**src/rtl/dw_lzd_norm_pkg.sv**
```systemverilog
// ---------------------------------------------------------------------------
// dw_lzd_norm_pkg
// Shared elaboration-time helpers for the leading-zero normalization pipe.
//   clog2          : ceil(log2(value)), 0 for value <= 1
//   enc_width_for  : lz-count width needed for a mantissa of a_width bits.
//                    The count spans 0..a_width inclusive, hence the +1.
//   max_width      : larger of two widths, used to size the lz/exp compare
// Default widths for the standard single-stage configuration are also
// provided so that instantiating blocks can refer to one source of truth.
// ---------------------------------------------------------------------------
package dw_lzd_norm_pkg;

    function automatic int clog2(input int value);
        int result;
        result = 0;
        while ((1 << result) < value) begin
            result++;
        end
        return result;
    endfunction

    function automatic int enc_width_for(input int a_width);
        return clog2(a_width) + 1;
    endfunction

    function automatic int max_width(input int a, input int b);
        return (a > b) ? a : b;
    endfunction

    localparam int DEF_A_WIDTH   = 8;
    localparam int DEF_EXP_WIDTH = 6;
    localparam int DEF_ENC_WIDTH = enc_width_for(DEF_A_WIDTH);

endpackage

```
**src/rtl/dw_lzd_norm_shl.sv**
```systemverilog
// ---------------------------------------------------------------------------
// dw_lzd_norm_shl
// Purely combinational logarithmic left shifter with zero fill.
//   data   : A_WIDTH     operand
//   shift  : ENC_WIDTH   shift amount, 0..2**ENC_WIDTH-1
//   result : A_WIDTH     data << shift; any amount >= A_WIDTH yields zero
// Each shift bit k controls one stage shifting by 2**k, giving ENC_WIDTH
// mux levels instead of one wide A_WIDTH:1 mux per output bit.
// ---------------------------------------------------------------------------
module dw_lzd_norm_shl #(
    parameter int A_WIDTH   = 8,
    parameter int ENC_WIDTH = 4
) (
    input  logic [A_WIDTH-1:0]   data,
    input  logic [ENC_WIDTH-1:0] shift,
    output logic [A_WIDTH-1:0]   result
);

    always_comb begin
        // NOTE: every variable written here gets a value before any branch,
        // so no path leaves it unassigned and no latch is inferred.
        result = data;
        for (int k = 0; k < ENC_WIDTH; k++) begin
            if (shift[k]) begin
                // A stage distance at or beyond the operand width flushes
                // everything out; guard it so the shift amount stays legal.
                if ((1 << k) >= A_WIDTH) begin
                    result = '0;
                end else begin
                    result = result << (1 << k);
                end
            end
        end
    end

endmodule

```
**src/rtl/dw_lzd_normalize_pipe.sv**
```systemverilog
// ---------------------------------------------------------------------------
// dw_lzd_normalize_pipe
// Two-stage valid/ready normalization pipe placed after the leading-zero
// detector. Stage 1 registers the operand together with its leading-zero
// count; stage 2 shifts the mantissa left by min(lz, exp), lowers the
// exponent by the same amount and flags denormal / zero results.
//
// Ports
//   clk        rising-edge clock
//   rst_n      asynchronous active-low reset
//   in_valid   operand valid
//   in_ready   pipe can take an operand this cycle (combinational from
//              out_ready so a full pipe still streams one per cycle)
//   in_mant    unnormalized mantissa           [A_WIDTH]
//   in_exp     unsigned exponent               [EXP_WIDTH]
//   out_valid  result valid
//   out_ready  downstream accepts result
//   out_mant   normalized mantissa             [A_WIDTH]
//   out_exp    adjusted exponent               [EXP_WIDTH]
//   out_lz     raw leading-zero count of in_mant, A_WIDTH for zero [ENC_WIDTH]
//   out_den    shift was clamped by the exponent (lz > exp, non-zero mant)
//   out_zero   in_mant was all zeros
// ---------------------------------------------------------------------------
module dw_lzd_normalize_pipe
    import dw_lzd_norm_pkg::*;
#(
    parameter int A_WIDTH   = DEF_A_WIDTH,
    parameter int ENC_WIDTH = DEF_ENC_WIDTH,
    parameter int EXP_WIDTH = DEF_EXP_WIDTH
) (
    input  logic                 clk,
    input  logic                 rst_n,
    input  logic                 in_valid,
    output logic                 in_ready,
    input  logic [A_WIDTH-1:0]   in_mant,
    input  logic [EXP_WIDTH-1:0] in_exp,
    output logic                 out_valid,
    input  logic                 out_ready,
    output logic [A_WIDTH-1:0]   out_mant,
    output logic [EXP_WIDTH-1:0] out_exp,
    output logic [ENC_WIDTH-1:0] out_lz,
    output logic                 out_den,
    output logic                 out_zero
);

    // lz and exp are compared at a common width so neither side wraps.
    localparam int CMP_WIDTH = max_width(ENC_WIDTH, EXP_WIDTH);

    generate
        if (ENC_WIDTH != enc_width_for(A_WIDTH)) begin : g_bad_enc_width
            $error("dw_lzd_normalize_pipe: ENC_WIDTH must equal ceil(log2(A_WIDTH))+1");
        end
        if (A_WIDTH < 2) begin : g_bad_a_width
            $error("dw_lzd_normalize_pipe: A_WIDTH must be at least 2");
        end
    endgenerate

    typedef struct packed {
        logic [A_WIDTH-1:0]   mant;
        logic [EXP_WIDTH-1:0] expn;
        logic [ENC_WIDTH-1:0] lz;
    } stage1_t;

    typedef struct packed {
        logic [A_WIDTH-1:0]   mant;
        logic [EXP_WIDTH-1:0] expn;
        logic [ENC_WIDTH-1:0] lz;
        logic                 den;
        logic                 zero;
    } result_t;

    // -----------------------------------------------------------------------
    // Handshake: a stage may load when it is empty or its contents leave
    // this cycle. The ready chain is combinational end to end.
    // -----------------------------------------------------------------------
    logic v1;
    logic v2;
    logic adv1;
    logic adv2;

    assign adv2     = !v2 || out_ready;
    assign adv1     = !v1 || adv2;
    assign in_ready = adv1;

    // -----------------------------------------------------------------------
    // Leading-zero count of the incoming mantissa. Scanning upward lets the
    // highest set bit win; an all-zero word keeps the default of A_WIDTH.
    // -----------------------------------------------------------------------
    logic [ENC_WIDTH-1:0] lz_in;

    always_comb begin
        lz_in = ENC_WIDTH'(A_WIDTH);
        for (int i = 0; i < A_WIDTH; i++) begin
            if (in_mant[i]) begin
                lz_in = ENC_WIDTH'(A_WIDTH - 1 - i);
            end
        end
    end

    // -----------------------------------------------------------------------
    // Stage 1 register
    // -----------------------------------------------------------------------
    stage1_t s1;

    always_ff @(posedge clk or negedge rst_n) begin
        // NOTE: state is written with non-blocking assignments so every
        // register samples the pre-edge values regardless of block order.
        if (!rst_n) begin
            v1 <= 1'b0;
            // NOTE: the data registers are reset as well so the visible
            // outputs read zero rather than X straight after reset.
            s1 <= '0;
        end else begin
            if (adv1) begin
                v1 <= in_valid;
            end
            // Loading only on a real accept keeps idle cycles from toggling
            // the wide data registers.
            if (adv1 && in_valid) begin
                s1 <= '{mant: in_mant, expn: in_exp, lz: lz_in};
            end
        end
    end

    // -----------------------------------------------------------------------
    // Stage 2 datapath: clamp the shift by the exponent, shift, adjust.
    // -----------------------------------------------------------------------
    logic [CMP_WIDTH-1:0] lz_cmp;
    logic [CMP_WIDTH-1:0] exp_cmp;
    logic [CMP_WIDTH-1:0] sh_cmp;
    logic [ENC_WIDTH-1:0] sh;
    logic                 clamp;
    logic                 s1_zero;
    logic [A_WIDTH-1:0]   shifted;
    result_t              res_next;

    assign lz_cmp  = CMP_WIDTH'(s1.lz);
    assign exp_cmp = CMP_WIDTH'(s1.expn);
    assign clamp   = lz_cmp > exp_cmp;
    assign s1_zero = (s1.mant == '0);
    // When clamped, exp < lz <= A_WIDTH, so the amount always fits ENC_WIDTH.
    assign sh_cmp  = clamp ? exp_cmp : lz_cmp;
    assign sh      = ENC_WIDTH'(sh_cmp);

    dw_lzd_norm_shl #(
        .A_WIDTH   (A_WIDTH),
        .ENC_WIDTH (ENC_WIDTH)
    ) u_shl (
        .data   (s1.mant),
        .shift  (sh),
        .result (shifted)
    );

    always_comb begin
        res_next.mant = shifted;
        res_next.expn = EXP_WIDTH'(exp_cmp - sh_cmp);
        res_next.lz   = s1.lz;
        res_next.den  = clamp && !s1_zero;
        res_next.zero = s1_zero;
        // A zero mantissa has no leading one to align; report exponent 0.
        if (s1_zero) begin
            res_next.mant = '0;
            res_next.expn = '0;
        end
    end

    // -----------------------------------------------------------------------
    // Stage 2 register; holds its contents while stalled downstream.
    // -----------------------------------------------------------------------
    result_t res;

    always_ff @(posedge clk or negedge rst_n) begin
        if (!rst_n) begin
            v2  <= 1'b0;
            res <= '0;
        end else begin
            if (adv2) begin
                v2 <= v1;
            end
            if (adv2 && v1) begin
                res <= res_next;
            end
        end
    end

    assign out_valid = v2;
    assign out_mant  = res.mant;
    assign out_exp   = res.expn;
    assign out_lz    = res.lz;
    assign out_den   = res.den;
    assign out_zero  = res.zero;

endmodule

```
**config.mk**
```make
export PLATFORM = sky130hd
export DESIGN_NAME = dw_lzd_normalize_pipe
export DESIGN_NICKNAME = d
export VERILOG_FILES = /design/src/rtl/dw_lzd_norm_pkg.sv /design/src/rtl/dw_lzd_norm_shl.sv /design/src/rtl/dw_lzd_normalize_pipe.sv
export SDC_FILE = /design/constraint.sdc
export NUM_CORES = 1
export LEC_CHECK = 0
export BUFFER_PORTS_ARGS = -buffer_cell sky130_fd_sc_hd__buf_2
export CAP_MARGIN = 20
export CORE_ASPECT_RATIO = 1.5
export CORE_MARGIN = 2
export CORE_UTILIZATION = 50
export CTS_CLUSTER_DIAMETER = 30
export CTS_CLUSTER_SIZE = 28
export DETAILED_ROUTE_END_ITERATION = 7
export HOLD_SLACK_MARGIN = 0.06
export PLACE_DENSITY = 0.8
export SLEW_MARGIN = 20
export SYNTH_ARGS = -nofsm -noshare
export SYNTH_HDL_FRONTEND = slang
export SYNTH_SLANG_ARGS = --single-unit
```
**constraint.sdc**
```tcl
create_clock -name clk -period 3.5 [get_ports clk]
set_clock_uncertainty 0.1 [all_clocks]
set_input_delay 1.05 -clock clk [delete_from_list [all_inputs] [get_ports clk]]
set_output_delay 1.05 -clock clk [all_outputs]
set_load 0.05 [all_outputs]
```
==> metrics.md, run 1 <==
| Metric | Value |
|---|---|
| # IOs | `40` |
| Worst Path Required | `approximately 3600 ps` |
| Top cells by count, synth | `dfrtp_1, nand2_1, mux2_2` |
| Final Hold Vio Count | `0` |
| Worst-Margin Slew | `between 800 and 900 ps` |
| Starting DRT DRC Count | `between 70 and 80` |
| Post-synthesis compound-gate area fraction | `18.1%` |
| Part of the power in the clock network | `about a fifth` |
| Hold crit path type | `reg -> reg` |
| Std cell rows | `29` |
| Sequential area share after synthesis | `between 40% and 50%` |
| Pwr Total | `roughly 1.6 mW` |
| Post-synth EDFFs | `0` |
| Overflow after GRT | `0` |
| XOR/XNOR Fraction of Synth Area | `between 1.5 and 2%` |
| Fmax achieved | `~310 MHz` |
| Diode count | `0` |
| Violated checks | `design-rule violations` |
| Routed wire per std cell | `approximately 16 um` |
| Max clock buf depth | `2` |
| Met2 routed WL | `2580 um` |
| Tcrit/Tclk final | `approximately 93%` |
| HPWL after DPL | `between 3000 and 4000 um` |
| Synth area leader | `dfrtp_1` |
| Clk sinks | `40` |
| Mean Syn Cell Area | `about 10 um^2` |
| Logic pwr share | `a little over two fifths` |
| Met3 wire length | `roughly 180 um` |
| Post-synthesis cell area | `between 2000 and 2500 um^2` |
| DRT Wirelength | `a little under 5000 um` |
| Vert. Die Dim | `~86 um` |
| Leakage | `between 1 and 1.5 nW` |
| Die W | `58.9 um` |
| Share of layout cells above drive strength 1 | `about a third` |
| Worst EP arrival | `3330 ps` |
| Total GRT Usage | `a little over a fifth` |
| Yosys reg bits | `40` |
| Nets | `between 200 and 300` |
| Count of buffer and inverter cells on the critical path | `3` |
| Crit path kind | `reg -> reg` |
| Setup crit start kind | `flip-flop` |
| CTS tree | `done` |
| Via count | `~1,900` |
| Post-Syn Nets | `between 200 and 250` |
| Root buf cell | `clkbuf_8` |
| Vias per cell | `between 5 and 6` |
| Largest net degree at the start of global routing | `41` |
| Setup TNS | `0 ps` |
| Switching Share | `41.0%` |
| Pre-CTS setup slack | `between 90 and 100 ps` |
| Worst skew pair latency | `just under 300 ps` |
| Synth area leaders | `dfrtp_1, mux2_2, ha_1` |
| Crit. End Element | `flip-flop` |
| Synth Flop Type | `dfrtp_1` |
| Post-synth ARST share | `100%` |
| Initial Utilization | `roughly 53%` |
| Status | `complete, but fails checks` |
| Core ar. | `around 4300 um^2` |
| Port Buf Inserts | `39` |
| Unrepaired setup endpoints after global routing | `no` |
| CP max FO | `5` |
| Layout area overhead | `17.5%` |
| Final std cells w/o fill | `312` |
| Die ar. | `5080 um^2` |
| Crit path max-delay family | `simple AND/OR/NAND/NOR gates` |
| CTS Buf Count | `5` |
| Final WS setup | `about 250 ps` |
| Tmin final | `3250 ps` |
| Sequential Power Share | `a little under 40%` |
| CTS H-tree lvls | `2` |
| Final setup viols | `0` |
| DRC viols | `1` |
| Max Slew Vio Count | `0` |
| Max VDD drop | `between 0.2 and 0.25 mV` |
| Max incr delay on CP | `430 ps` |
| CTS clk-pin slew, worst paths | `approximately 80 ps` |
| Placed cells | `approximately 300` |
| Worst rel slew slack | `between 40% and 50%` |
| Net Switching | `around 650 uW` |
| Post-Synth Adder-Cell Area | `3.88%` |
| # Max-Cap Violations | `0` |
| Hold WS | `roughly 370 ps` |
| Wl on met1 | `about 2000 um` |
| Cell Chain, Critical Path | `inv_1 -> ha_1 -> nand4_1 -> nand2_2 -> or3_4 -> mux2i_4 -> inv_2 -> ha_1 -> inv_1 -> ha_1 -> nand2b_1 -> a21oi_1 -> o31ai_1 -> xnor2_1 -> a22o_1` |
| Largest family of logic cells by synthesized area | `compound AO/OA/AOI/OAI gates` |
| Synth cell types | `48` |
| Routed Antenna Nets | `0` |
| Area share of the largest cell type after synthesis | `between 40% and 50%` |
| Internal power | `939 uW` |
| Most frequent CP cell | `ha_1` |
| First-pass DRT Iterations | `7` |
| Synth Warn # | `0` |
| Simple-gate portion of the synthesized area | `about 15%` |
| Multiplexer area fraction after synthesis | `between 10% and 20%` |
| Placer Congestion | `~0.90` |
| Synthesized instance count | `about 220` |
| PD cells | `~600 nW/um^2` |
| Most frequent cell after synthesis | `dfrtp_1` |
| Top sig layer | `met4` |
| Vias in the first global route | `~1,800` |
| Critical-path top delay cell | `dfrtp_1` |
| Antenna violations before repair | `0` |
| First-pass GRT wire length | `8220 um` |
## through the flow
stage          area, um^2  utilization, %
2_1_floorplan        2260               -
3_3_place_gp         2540            59.4
3_5_place_dp         2540            59.4
4_1_cts              2630            61.5
5_1_grt              2650            62.0
6_report             2650            62.0
## state kept, by name (all words and copies together) (netlist names)
name	cells
out_zero	1
out_lz	4
out_valid	1
out_exp	6
out_mant	8
lz_cmp	4
s1	8
out_den	1
v1	1
exp_cmp	6
## cell type report
type | count | area [um^2]
Clock buffer | 8 | 90.1
Fill cell | 367 | 1630
Inverter | 10 | 37.5
Multi-Input combinational cell | 158 | 1190
Sequential cell | 40 | 1000
Tap cell | 46 | 57.6
Timing Repair Buffer | 50 | 278
## worst reg2reg max path, stage by stage, from the launching register on
cell	delay, ps
dfrtp_1	430
inv_1	110
ha_1	310
nand4_1	100
nand2_2	110
or3_4	430
mux2i_4	200
inv_2	90
ha_1	200
inv_1	80
ha_1	220
nand2b_1	120
a21oi_1	60
o31ai_1	290
xnor2_1	90
a22o_1	190
## cell usage in the layout (no fill, tap or decap), types with 4 or more instances in the layout
cell type and instances:
a21oi_1 12, o21ai_0 10, nor2_1 12, inv_1 9, dfrtp_1 39, nor3_1 7, buf_4 11, clkbuf_8 6
xnor2_1 4, ha_1 7, o31ai_1 7, mux2_2 19, nand2_1 20, buf_2 39, a22o_1 5, nand2b_1 7
## power by group through the flow
stage | Combinational (mW) | Clock [mW] | Sequential (mW)
3_3_place_gp | 0.646 | 0 | 0.617
4_1_cts | 0.660 | 0.320 | 0.613
5_1_grt | 0.717 | 0.336 | 0.625
6_report | 0.670 | 0.311 | 0.613
2_1_floorplan | 0.288 | 0 | 0.827
3_5_place_dp | 0.656 | 0 | 0.622
## cell families (layout without fill, tap and decap cells)
family / after synthesis / count (layout)
mux: 26 / 26
xor+xnor: 4 / 4
buf+inv: 19 / 68
flops: 40 / 40
fa+ha+maj: 7 / 7
compound gates: 57 / 57
simple gates: 64 / 64
## layer usage
| metal | global-route usage, % | vias up |
|---|---|---|
| li1 | - | 887 |
| met1 | 25.4 | 907 |
| met2 | 35.2 | 49 |
| met3 | 3.43 | 12 |
| met4 | 10.1 | 0 |
| met5 | 0 | - |
## worst paths after layout
path                                   from          end  slack, ps  depth (start not counted)
min in group asynchronous             rst_n    out_lz[3]        760                          1
max in group asynchronous             rst_n   exp_cmp[3]       1960                          1
worst max-delay path              lz_cmp[0]   out_exp[4]        250                         15
worst min register to register  out_mant[0]  out_mant[0]        370                          2
worst min-delay path            out_mant[0]  out_mant[0]        370                          2
worst max register to register    lz_cmp[0]   out_exp[4]        250                         15
## timing repair
| action | CTS | global route |
|---|---|---|
| hold endpoints to repair | 0 | 0 |
| buffers inserted | 0 | 2 |
| hold buffers | 0 | 0 |
| resized for setup | 0 | 2 |
| endpoints found under the setup margin | 0 | 2 |
No activity file was read; power rests on OpenSTA's default activity.
==> inputs of run 2 (changes only) <==
- BUFFER_PORTS_ARGS: -buffer_cell sky130_fd_sc_hd__buf_2 -> -buffer_cell sky130_fd_sc_hd__buf_4
- CTS_CLUSTER_DIAMETER: 30 -> 200
- SETUP_SLACK_MARGIN: default -> 0.15
==> metrics.md, run 2 (synthesis gave the netlist of run 1 again) <==
| Metric | Value |
|---|---|
| Status | `complete, but fails checks (unchanged)` |
| Violated checks | `design-rule violations (unchanged)` |
| Core ar. | `4280 um^2 (unchanged)` |
| Total GRT Usage | `21.2% (was 20.9%)` |
| Setup crit start kind | `flip-flop (unchanged)` |
| Count of buffer and inverter cells on the critical path | `3 (unchanged)` |
| DRC viols | `2 (was 1)` |
| Leakage | `1.30 nW (was 1.24 nW)` |
| CTS Buf Count | `5 (unchanged)` |
| Routed wire per std cell | `16.3 um (was 15.7 um)` |
| HPWL after DPL | `3660 um (was 3630 um)` |
| Clk sinks | `40 (unchanged)` |
| Final Hold Vio Count | `0 (unchanged)` |
| First-pass GRT wire length | `8180 um (was 8220 um)` |
| Worst EP arrival | `3260 ps (was 3330 ps)` |
| Die ar. | `5080 um^2 (unchanged)` |
| Max Slew Vio Count | `0 (unchanged)` |
| Net Switching | `680 uW (was 654 uW)` |
| CTS tree | `done (unchanged)` |
| Crit path kind | `reg -> reg (unchanged)` |
| Worst rel slew slack | `44.9% (was 43.5%)` |
| Most frequent CP cell | `inv_2 (was ha_1)` |
| Largest net degree at the start of global routing | `41 (unchanged)` |
| Tmin final | `3170 ps (was 3250 ps)` |
| Part of the power in the clock network | `22.6% (was 19.5%)` |
| Reg2reg path depth | `15 (unchanged)` |
| Critical Path Source | `exp_cmp[1] (was lz_cmp[0])` |
| Placer Congestion | `0.927 (was 0.901)` |
| Worst path depth | `15 (unchanged)` |
| Overflow after GRT | `0 (unchanged)` |
| Setup TNS | `0 ps (unchanged)` |
| Routed Antenna Nets | `0 (unchanged)` |
| # IOs | `40 (unchanged)` |
| First-pass DRT Iterations | `8 (was 7)` |
| Vias in the first global route | `1,732 (was 1,842)` |
| CTS Hold Buffers Added | `0 (unchanged)` |
| Max VDD drop | `0.326 mV (was 0.246 mV)` |
| DRT Wirelength | `5160 um (was 4890 um)` |
| Multi-input logic area | `1220 um^2 (was 1190 um^2)` |
| CTS H-tree lvls | `2 (unchanged)` |
| PD cells | `616 nW/um^2 (was 601 nW/um^2)` |
| Hold crit path type | `reg -> reg (unchanged)` |
| Unrepaired setup endpoints after global routing | `no (unchanged)` |
| Fillers | `358 (was 367)` |
| Std cell rows | `29 (unchanged)` |
| Worst-Margin Slew | `824 ps (was 847 ps)` |
| Worst skew pair latency | `300 ps (was 290 ps)` |
| FF+latch area | `1000 um^2 (about the same)` |
| Port Buf Inserts | `39 (unchanged)` |
| Crit path max-delay family | `compound AO/OA/AOI/OAI gates (was simple AND/OR/NAND/NOR gates)` |
| Critical-path top delay cell | `a2111oi_4 (was dfrtp_1)` |
| Starting DRT DRC Count | `50 (was 76)` |
| Via count | `1,857 (was 1,855)` |
| Logic pwr share | `42.3% (was 42.0%)` |
| Most common cell after layout, fill and taps aside | `buf_4` |
| Initial Utilization | `52.7% (unchanged)` |
| Diode count | `0 (unchanged)` |
| Reg2reg end | `out_exp[4] (unchanged)` |
| Final setup viols | `0 (unchanged)` |
| Tcrit/Tclk final | `90.6% (was 92.8%)` |
| Cell Chain, Critical Path | `inv_2 -> ha_4 -> nor2b_4 -> a2111oi_4 -> or3_4 -> mux2i_4 -> inv_2 -> ha_2 -> inv_2 -> ha_4 -> nand2b_1 -> a21oi_1 -> o31ai_1 -> xnor2_1 -> a22o_1 (was inv_1 -> ha_1 -> nand4_1 -> nand2_2 -> or3_4 -> mux2i_4 -> inv_2 -> ha_1 -> inv_1 -> ha_1 -> nand2b_1 -> a21oi_1 -> o31ai_1 -> xnor2_1 -> a22o_1)` |
| Reg2reg start | `exp_cmp[1] (was lz_cmp[0])` |
| Root buf cell | `clkbuf_8 (unchanged)` |
| Max incr delay on CP | `470 ps (was 430 ps)` |
| Max clock buf depth | `2 (unchanged)` |
| Switching Share | `38.9% (was 41.0%)` |
| Nets | `294 (was 290)` |
| CTS clk-pin slew, worst paths | `70 ps (was 80 ps)` |
| Final std cells w/o fill | `316 (was 312)` |
| Internal power | `1.07 mW (was 939 uW)` |
| Vias per cell | `5.88 (was 5.95)` |
| Share of layout cells above drive strength 1 | `37.0% (was 33.5%)` |
| Die W | `58.9 um (unchanged)` |
| # Max-Cap Violations | `0 (unchanged)` |
| CP max FO | `4 (was 5)` |
| Commonest cells after routing, fill and taps aside | `buf_4, dfrtp_1, nand2_1, mux2_2 (was dfrtp_1, buf_2, nand2_1, mux2_2)` |
| Fmax achieved | `315 MHz (was 308 MHz)` |
| Sequential Power Share | `35.1% (was 38.5%)` |
| Placed cells | `303 (was 302)` |
| Layout area overhead | `25.8% (was 17.5%)` |
| Vert. Die Dim | `86.3 um (unchanged)` |
| Setup crit end | `out_exp[4] (unchanged)` |
| Worst Path Required | `3580 ps (was 3590 ps)` |
| Crit. End Element | `flip-flop (unchanged)` |
| Reg-to-reg slack, setup | `330 ps (was 250 ps)` |
| Antenna violations before repair | `0 (unchanged)` |
| Finished Core Util | `66.3% (was 62.0%)` |
| Hold path startpoint | `out_exp[3] (was out_mant[0])` |
-- run 2: changes by cell type in the layout (fill, tap and decap cells not counted) --
| cell | previous run | this run |
|---|---|---|
| buf_2 | 39 | 0 |
| clkbuf_1 | 2 | 0 |
| inv_2 | 1 | 3 |
| buf_4 | 11 | 54 |
| dfrtp_2 | 1 | 0 |
| bufinv_16 | 0 | 1 |
| ha_2 | 0 | 2 |
| ha_4 | 0 | 2 |
| inv_1 | 9 | 7 |
| clkinv_4 | 0 | 1 |
| dfrtp_1 | 39 | 40 |
| ha_1 | 7 | 3 |
-- run 2: timing repair --
item	CTS	global route
buffers inserted	0	5
endpoints found under the setup margin	0	2
gates resized for setup	0	7
-- run 2: metal layers --
layer  vias up  global-route usage [%]  wire [um]
li1        896                       -          -
met1       897                    26.5       2150
met2        54                    35.7       2660
met3        10                    4.18        229
met4         0                    8.06        125
met5         -                       0          0
-- run 2: layout make-up --
class / count / share of cell area [%]
clock buffers: 6 / 2.91
clock inverters: 2 / 1.37
inverters: 10 / 1.32
multi-input cells: 158 / 42.9
flip-flops and latches: 40 / 35.2
well taps: 46 / 2.03
repair buffers: 54 / 14.3
-- run 2: worst min-delay path, delay by kind of cell, from the launching register on --
kind,cells,cell delay [ps]
compound gates,1,60
flops,1,340
simple gates,1,50
-- run 2: worst min-delay path by stage --
stage                     cells past startpoint          to
after floorplan                               1   out_valid
after global placement                        2     out_den
after detailed placement                      2     out_den
after CTS                                     2     out_den
after global routing                          2   out_lz[0]
final                                         2  out_exp[3]
-- run 2: power by group through the flow --
stage               combinational [mW]  clock (mW)  sequential (mW)
floorplan                        0.288           0            0.827
global placement                 0.693           0            0.619
finish                           0.740       0.395            0.614
detailed placement               0.704           0            0.623
CTS                              0.708       0.400            0.614
global route                     0.786       0.420            0.627
-- run 2: per-stage QoR --
stage	cell area, um^2	power, mW	hold WS, ps	setup slack [ps]
CTS	2770	1.72	388	203
global placement	2650	1.31	364	325
finish	2840	1.75	378	328
floorplan	2260	1.11	380	167
global route	2840	1.83	422	141
detailed placement	2650	1.33	372	231
==> inputs of run 3 (changes only) <==
- RECOVER_POWER: default -> 50
==> metrics.md, run 3 (synthesis gave the netlist of run 1 again) <==
| Metric | Value |
|---|---|
| Status | `complete, but fails checks (unchanged)` |
| Violated checks | `design-rule violations, max-capacitance violations, max-slew violations (was design-rule violations)` |
| Leakage | `1.26 nW (was 1.30 nW)` |
| Clk sinks | `40 (unchanged)` |
| Routed Antenna Nets | `0 (unchanged)` |
| CTS Hold Buffers Added | `0 (unchanged)` |
| Total GRT Usage | `21.2% (unchanged)` |
| Hold path startpoint | `out_exp[3] (unchanged)` |
| First-pass GRT wire length | `8180 um (unchanged)` |
| CP max FO | `4 (unchanged)` |
| Max incr delay on CP | `470 ps (about the same)` |
| # IOs | `40 (unchanged)` |
| Vert. Die Dim | `86.3 um (unchanged)` |
| Cell Chain, Critical Path | `inv_2 -> ha_4 -> nor2b_4 -> a2111oi_4 -> or3_4 -> mux2i_4 -> inv_2 -> ha_2 -> inv_2 -> ha_4 -> nand2b_1 -> a21oi_1 -> o31ai_1 -> xnor2_1 -> a22o_1 (unchanged)` |
| CTS H-tree lvls | `2 (unchanged)` |
| Unrepaired setup endpoints after global routing | `no (unchanged)` |
| Via count | `1,867 (was 1,857)` |
| Final setup viols | `0 (unchanged)` |
| Commonest cells after routing, fill and taps aside | `buf_4, dfrtp_1, nand2_1, mux2_2 (unchanged)` |
| Max Slew Vio Count | `41 (was 0)` |
| Initial Utilization | `52.7% (unchanged)` |
| Core ar. | `4280 um^2 (unchanged)` |
| Largest net degree at the start of global routing | `41 (unchanged)` |
| Placer Congestion | `0.927 (unchanged)` |
| Grt met2 use | `35.7% (unchanged)` |
| Std cell rows | `29 (unchanged)` |
| GR met3 Demand/Resource | `4.18% (unchanged)` |
| Post-route cell area | `2800 um^2 (was 2840 um^2)` |
| First-pass DRT Iterations | `6 (was 8)` |
| Critical-path top delay cell | `a2111oi_4 (unchanged)` |
| DRT Wirelength | `5160 um (about the same)` |
| CTS tree | `done (unchanged)` |
| Tmin final | `3180 ps (was 3170 ps)` |
| Worst-Margin Slew | `2050 ps (was 824 ps)` |
| CTS Buf Count | `5 (unchanged)` |
| Max VDD drop | `0.327 mV (was 0.326 mV)` |
| Reg2reg path depth | `15 (unchanged)` |
| Count of buffer and inverter cells on the critical path | `3 (unchanged)` |
| Setup TNS | `0 ps (unchanged)` |
| Crit path max-delay family | `compound AO/OA/AOI/OAI gates (unchanged)` |
| Reg2reg start | `exp_cmp[1] (unchanged)` |
| Antenna violations before repair | `0 (unchanged)` |
| Die ar. | `5080 um^2 (unchanged)` |
| Layout area overhead | `24.1% (was 25.8%)` |
| Hold WS | `376 ps (was 378 ps)` |
| Finished Core Util | `65.5% (was 66.3%)` |
| Die W | `58.9 um (unchanged)` |
| PD cells | `617 nW/um^2 (was 616 nW/um^2)` |
| Routed wire per std cell | `16.3 um (about the same)` |
| # Max-Cap Violations | `1 (was 0)` |
| Worst Path Required | `3590 ps (was 3580 ps)` |
| Port Buf Inserts | `39 (unchanged)` |
| Global route hottest layer | `met2 (unchanged)` |
| Placed Area | `2650 um^2 (unchanged)` |
| Nets | `294 (unchanged)` |
| Hold crit path type | `reg -> reg (unchanged)` |
| Most frequent CP cell | `inv_2 (unchanged)` |
| Overflow after GRT | `0 (unchanged)` |
| Worst hold path depth | `2 (unchanged)` |
| Reg2reg end | `out_exp[4] (unchanged)` |
| Worst rel slew slack | `-36.7% (was 44.9%)` |
| Most common cell after layout, fill and taps aside | `buf_4 (unchanged)` |
| Worst EP arrival | `3260 ps (about the same)` |
| Reg-to-reg slack, setup | `320 ps (was 330 ps)` |
| Fmax achieved | `315 MHz (about the same)` |
| HPWL after DPL | `3660 um (unchanged)` |
| CTS clk-pin slew, worst paths | `70 ps (about the same)` |
| Starting DRT DRC Count | `52 (was 50)` |
| Crit path kind | `reg -> reg (unchanged)` |
| Vias per cell | `5.91 (was 5.88)` |
| Final Hold Vio Count | `0 (unchanged)` |
| DRC viols | `2 (unchanged)` |
| Crit. End Element | `flip-flop (unchanged)` |
| Met1 Use GR | `26.5% (unchanged)` |
| Root buf cell | `clkbuf_8 (unchanged)` |
| Setup crit start kind | `flip-flop (unchanged)` |
| Hold Path Sink | `out_exp[3] (unchanged)` |
| Vias in the first global route | `1,732 (unchanged)` |
| Worst skew pair latency | `300 ps (about the same)` |
| Diode count | `0 (unchanged)` |
| Max clock buf depth | `2 (unchanged)` |
| Tcrit/Tclk final | `90.8% (was 90.6%)` |
| Share of layout cells above drive strength 1 | `33.3% (was 37.0%)` |
-- run 3: worst min-delay path: stages, from the launching register on --
cell     delay (ps)
dfrtp_1         340
nand2_1          50
o21ai_0          60
-- run 3: per-layer routing --
metal / up-vias / wire, um
li1: 903 / -
met1: 894 / 2150
met2: 53 / 2630
met3: 17 / 240
met4: 0 / 135
met5: - / 0
-- run 3: worst max-delay path by stage --
stage | startpoint | to | slack, ps | cells past startpoint
after floorplan | exp_cmp[2] | out_exp[4] | 170 | 15
after global placement | lz_cmp[3] | out_exp[4] | 330 | 13
after detailed placement | exp_cmp[1] | out_exp[4] | 230 | 15
after CTS | exp_cmp[1] | out_exp[4] | 200 | 15
after global routing | exp_cmp[1] | out_exp[4] | 140 | 15
final | exp_cmp[1] | out_exp[4] | 320 | 15
-- run 3: layout make-up --
| type | count | area [um^2] |
|---|---|---|
| clock buffers | 6 | 82.6 |
| inverters | 10 | 37.5 |
| clock inverters | 2 | 38.8 |
| flip-flops and latches | 40 | 1000 |
| multi-input cells | 158 | 1220 |
| repair buffers | 54 | 368 |
| fillers | 361 | 1480 |
| well taps | 46 | 57.6 |
-- run 3: repair_timing --
action,CTS,global route
endpoints found under the setup margin,0,2
setup buffers,0,5
resized for setup,0,7
-- run 3: where the power goes --
part           internal (mW)  switching, mW
clock network          0.233          0.163
logic                  0.264          0.454
registers              0.550         0.0638
-- run 3: stage by stage --
| step | cells | setup WS (ps) | power, mW |
|---|---|---|---|
| floorplan | 217 | 167 | 1.11 |
| global placement | 303 | 325 | 1.31 |
| detailed placement | 303 | 231 | 1.33 |
| CTS | 311 | 203 | 1.72 |
| global route | 316 | 141 | 1.81 |
| finish | 316 | 323 | 1.73 |
